File: config.mk
export PLATFORM = sky130hd
export DESIGN_NAME = uart_frame_rx
export DESIGN_NICKNAME = d
export VERILOG_FILES = /design/src/rtl/uart_frame_rx.sv
export SDC_FILE = /design/constraint.sdc
export NUM_CORES = 1
export LEC_CHECK = 0
export ABC_AREA = 1
export BUFFER_PORTS_ARGS = -buffer_cell sky130_fd_sc_hd__buf_2
export CAP_MARGIN = 10
export CELL_PAD_IN_SITES_DETAIL_PLACEMENT = 0
export CELL_PAD_IN_SITES_GLOBAL_PLACEMENT = 2
export CORE_MARGIN = 1.5
export CORE_UTILIZATION = 35
export CTS_BUF_LIST = sky130_fd_sc_hd__clkbuf_8
export CTS_CLUSTER_SIZE = 24
export DETAILED_ROUTE_END_ITERATION = 8
export GPL_TIMING_DRIVEN = 0
export PLACE_DENSITY_LB_ADDON = 0.3
export REMOVE_ABC_BUFFERS = 1
export SETUP_SLACK_MARGIN = 0.15
export SYNTH_ARGS = -nofsm -noshare
export SYNTH_HDL_FRONTEND = slang
export SYNTH_SLANG_ARGS = --single-unit
File: constraint.sdc
create_clock -name i_Clock -period 2.41 [get_ports i_Clock]
set_input_delay 0.1205 -clock i_Clock [delete_from_list [all_inputs] [get_ports i_Clock]]
set_output_delay 0.1205 -clock i_Clock [all_outputs]
set_load 0.01 [all_outputs]
File: src/rtl/uart_frame_rx.sv
// uart_frame_rx: assembles 4-byte command frames (custom_cmd, cmd, data_hi, data_lo)
// from a byte-stream UART receiver. It hunts for a run of SYNC_MIN 8'hFF bytes
// to acquire alignment. It then emits each non-SYNC frame with a one-cycle o_Frame_DV.
// Optional feature macro: UART_FRAME_TIMEOUT_EN enables the inter-byte timeout
// that drops partial frames and pulses o_Err.
module uart_frame_rx #(
  parameter int CLKS_PER_BIT  = 5000,
  parameter int SYNC_MIN      = 4,
  parameter int TIMEOUT_BYTES = 4
) (
  input  logic        i_Clock,
  input  logic        i_Rst_n,
  input  logic        i_Rx_DV,
  input  logic [7:0]  i_Rx_Byte,
  input  logic        i_Resync,
  output logic [7:0]  o_Custom_Cmd,
  output logic [7:0]  o_Cmd,
  output logic [15:0] o_Data,
  output logic        o_Frame_DV,
  output logic        o_Synced,
  output logic        o_Err
);

  localparam logic [2:0] HUNT    = 3'd0;
  localparam logic [2:0] WAIT_B0 = 3'd1;
  localparam logic [2:0] GET_B0  = 3'd2;
  localparam logic [2:0] GET_B1  = 3'd3;
  localparam logic [2:0] GET_B2  = 3'd4;
  localparam logic [2:0] GET_B3  = 3'd5;

  localparam int SYNC_W = $clog2(SYNC_MIN + 1);
  localparam logic [SYNC_W-1:0] SYNC_LAST = SYNC_W'(SYNC_MIN - 1);

  logic [2:0]        state;
  logic [SYNC_W-1:0] sync_cnt;
  logic [7:0]        byte0;
  logic [7:0]        byte1;
  logic [7:0]        byte2;
  logic              frame_dv;
  logic              err;
  logic              timeout_hit;

`ifdef UART_FRAME_TIMEOUT_EN
  localparam int TIMEOUT_CYCLES = CLKS_PER_BIT * 10 * TIMEOUT_BYTES;
  localparam int TIMER_W = $clog2(TIMEOUT_CYCLES + 1);
  localparam logic [TIMER_W-1:0] TIMER_LAST = TIMER_W'(TIMEOUT_CYCLES - 1);

  logic [TIMER_W-1:0] timer;
  logic               counting;

  assign counting    = (state == GET_B1) || (state == GET_B2) || (state == GET_B3);
  assign timeout_hit = counting && (timer == TIMER_LAST);

  // Inter-byte timer: restarts on every byte, runs only while a frame is part-way in.
  always_ff @(posedge i_Clock or negedge i_Rst_n) begin
    if (!i_Rst_n) begin
      timer <= '0;
    end else if (i_Resync || timeout_hit || i_Rx_DV || !counting) begin
      timer <= '0;
    end else begin
      timer <= timer + TIMER_W'(1);
    end
  end
`else
  assign timeout_hit = 1'b0;
`endif

  // Frame FSM and output registers: resync beats timeout, timeout beats an incoming byte.
  always_ff @(posedge i_Clock or negedge i_Rst_n) begin
    if (!i_Rst_n) begin
      state        <= HUNT;
      sync_cnt     <= '0;
      byte0        <= '0;
      byte1        <= '0;
      byte2        <= '0;
      o_Custom_Cmd <= '0;
      o_Cmd        <= '0;
      o_Data       <= '0;
      frame_dv     <= 1'b0;
      err          <= 1'b0;
    end else begin
      frame_dv <= 1'b0;
      err      <= 1'b0;
      if (i_Resync) begin
        state    <= HUNT;
        sync_cnt <= '0;
      end else if (timeout_hit) begin
        err      <= 1'b1;
        state    <= HUNT;
        sync_cnt <= '0;
      end else if (i_Rx_DV) begin
        case (state)
          HUNT: begin
            if (i_Rx_Byte == 8'hFF) begin
              if (sync_cnt >= SYNC_LAST) begin
                state    <= WAIT_B0;
                sync_cnt <= '0;
              end else begin
                sync_cnt <= sync_cnt + SYNC_W'(1);
              end
            end else begin
              sync_cnt <= '0;
            end
          end
          WAIT_B0: begin
            if (i_Rx_Byte != 8'hFF) begin
              byte0 <= i_Rx_Byte;
              state <= GET_B1;
            end
          end
          GET_B0: begin
            byte0 <= i_Rx_Byte;
            state <= GET_B1;
          end
          GET_B1: begin
            byte1 <= i_Rx_Byte;
            state <= GET_B2;
          end
          GET_B2: begin
            byte2 <= i_Rx_Byte;
            state <= GET_B3;
          end
          GET_B3: begin
            state <= GET_B0;
            if (!((byte0 == 8'hFF) && (byte1 == 8'hFF))) begin
              o_Custom_Cmd <= byte0;
              o_Cmd        <= byte1;
              o_Data       <= {byte2, i_Rx_Byte};
              frame_dv     <= 1'b1;
            end
          end
          default: begin
            state    <= HUNT;
            sync_cnt <= '0;
          end
        endcase
      end
    end
  end

  assign o_Frame_DV = frame_dv;
  assign o_Err      = err;
  assign o_Synced   = (state != HUNT);

endmodule
==> out/metrics.yaml <==
place_congestion: 0.827
switchingPower_mw: 1.09
slowest_delay_ns: 0.90
power_frac_seq_pct: 50.5
dp_slack_ns: -0.838
fp.coreArea_um2: 7650
antenna_found_initial: 0
yosysTopAreaCell: "dfrtp_1"
top_usage_layer: "met2"
vias: 2275
ys.flop_type: "dfrtp_1"
rrSetupSlack_ns: 0.43
comb_power_share_pct: 24.4
fin_util_pct: 42.4
cp_cell_sequence: "nor2_2, inv_2, nor3_2, nand3_1, nand2_1"
die_x_um: 91.6
dieArea_um2: 8390
setup_violations: 0
clock_sinks: 63
criticalPathCategory: "reg2reg"
synth-async-reset-ratio_pct: 100
status: "finished clean"
synth_edf_count: 0
min_path_type: "in2reg"
io_buffers: 45
holdPathStages: 3
slew_violations: 0
r2r_start: "state[1]"
maxCapViolCount: 0
cp_data_arrival_time_ns: 2.26
ys_seq_area_share_pct: 57.4
synthAdderAreaFrac_pct: 0.911
wl_um: 6320
leakagePower_nw: 1.87
synth_top_area_share_pct: 57.4
p_int_mw: 2.04
ant_nets: 0
drtIter0Drc: 67
final_cells: 482
synthSimpleGateAreaFrac_pct: 31.6
whs_endpoint: "o_Data[7]"
fin_crit_sh_pct: 82.2
irDropWorstVdd_mv: 0.361
cts_buffers: 9
cts_tree: "done"
synth_top_family_by_area: "simple AND/OR/NAND/NOR gates"
r2r_end: "o_Data[3]"
postLayoutSetupSlackWorst_ns: 0.428
grt_pass1_wl_um: 10600
p_sw_share_pct: 34.8
layout-drive-gt1-share_pct: 19.2
root_buffer: "clkbuf_8"
clock.fmax_ghz: 0.505
pin_count: 47
fin_crit_ns: 1.98
synth_cells: 328
clockBufferDepth: 2
ys_types: 24
row_count: 32
synthMuxAreaShare_pct: 0
worstMarginPinSlew_ns: 1.13
fin_skew_ns: 0.00764
die_height_um: 91.6
ys_top_cells_by_area: "dfrtp_1 (57%), nand2_1 (17%), nand3_1 (9.3%)"
yosysMostFrequentCell: "nand2_1"
max-slew-margin-rel_pct: 23.9
clkPwrFrac_pct: 25.1
grt_pass1_vias: 2118
routedWlPerCell_um: 13.1
clk_pin_slew_worst_paths_ns: 0.07
yosysWarnings: 0
initial_utilization_pct: 35.9
required_ns: 2.69
rsz0062_at_grt: "false"
synth-seq-cells: 63
viasPerCell: 4.72
drcViolationCount: 0
grt_max_degree: 64
synth_compound_area_share_pct: 3.92
track_usage_pct: 16.6
nets: 390
worstSetupEndpointType: "flop"
use_met1_pct: 22.9
yosys-top-cells-count: "nand2_1 (128), dfrtp_1 (63), nand3_1 (51), inv_1 (21), nor2_1 (13)"
hpwl_um: 4050
path_max_fanout: 16
synth_area_um2: 2750
power_density_nw_per_um2: 964
final_area_um2: 3250
crit_slowest_cell: "nor3_2"
synth-xor-area-share_pct: 0
place_area_um2: 3030
use_met3_pct: 5.86
finalHoldViolCount: 0
num_antenna_cells: 0
areaGrowthSynthToFinish_pct: 18.2
rr_worst_depth: 5
h-tree-depth: 3
power.total_mw: 3.13
firstDrtPassIters: 4
startpoint_type: "flop"
placed_cells: 462
syn-mean-instance-area_um2: 8.37
clock_latency_ns: 0.34
overflow: 0
hp-start: "i_Rx_Byte[7]"
grtUsageMet2_pct: 24.3
[area by class of cell]
type	instances	area (um2)
multi-input combinational	228	1020
tap	102	128
timing repair buffer	49	260
clock inverter	5	26.3
inverter	25	93.8
sequential	63	1580
clock buffer	10	138
fill	830	4400
[worst max-delay path: cells and delay by family (launching register included)]
kind / cells / cell delay, ns
flip-flops: 1 / 0.46
AND/OR/NAND/NOR: 4 / 1.36
buffers and inverters: 1 / 0.09
[state kept, by name, summed over array words and instances, names as in the netlist]
register and flops:
state 3, byte2 8, o_Cmd 8, sync_cnt 3
byte0 8, o_Custom_Cmd 8, o_Data 16, byte1 8
o_Frame_DV 1
[worst max-delay path by stage]
stage | startpoint | end | cells past startpoint | slack (ns)
2_1_floorplan | state[1] | o_Cmd[0] | 6 | 0.15
3_3_place_gp | state[1] | o_Custom_Cmd[7] | 6 | -0.84
3_5_place_dp | state[1] | o_Custom_Cmd[3] | 6 | -0.84
4_1_cts | state[1] | o_Custom_Cmd[3] | 6 | 0.20
5_1_grt | state[1] | o_Custom_Cmd[7] | 5 | 0.21
6_report | state[1] | o_Data[3] | 5 | 0.43
[metrics by stage]
step / TNS [ns] / hold WS [ns]
after floorplan: 0 / -0.175
after global placement: -27.28 / 0.418
after global routing: 0 / 0.0541
final: 0 / 0.0684
after CTS: 0 / 0.0451
after detailed placement: -26.20 / 0.268
[kinds of logic (layout without fill, tap and decap cells)]
family / after synthesis / count (layout)
AND/OR/NAND/NOR: 203 / 204
adder cells (fa/ha/maj): 2 / 2
other: 1 / 1
AO/OA/AOI/OAI: 21 / 21
flip-flops: 63 / 63
buffers and inverters: 38 / 89
[layout by cell type, fill, tap and decap left out, types with 2 or more instances in the layout]
cell type    n
a21oi_1      4
buf_2       44
buf_4        4
clkbuf_8    10
clkinv_2     3
dfrtp_1     63
ha_1         2
inv_1       22
inv_2        3
nand2_1    126
nand2_2      3
nand3_1     51
nand4_1      5
nor2_1      13
o21ai_0      8
o21ai_1      8
[power groups by stage]
stage / Sequential, mW / Clock, mW / Combinational [mW]
6_report: 1.58 / 0.785 / 0.764
5_1_grt: 1.62 / 0.876 / 0.883
4_1_cts: 1.58 / 0.820 / 0.777
3_5_place_dp: 1.60 / 0 / 0.760
3_3_place_gp: 1.59 / 0 / 0.750
2_1_floorplan: 1.62 / 0 / 0.426
[layer usage]
| metal | routed length (um) | part of all wire (%) |
|---|---|---|
| met5 | 0 | 0 |
| met4 | 47 | 0.74 |
| met3 | 321 | 5.1 |
| met2 | 2810 | 45 |
| met1 | 3130 | 50 |
[repair_timing]
item	in CTS	in global routing
pin swaps	1	1
buffers inserted	0	3
gates cloned	1	0
hold endpoints to repair	63	0
setup endpoints to repair	33	32
gates resized for setup	3	0
hold buffers	1	0
(Power assumes the default switching activity.)
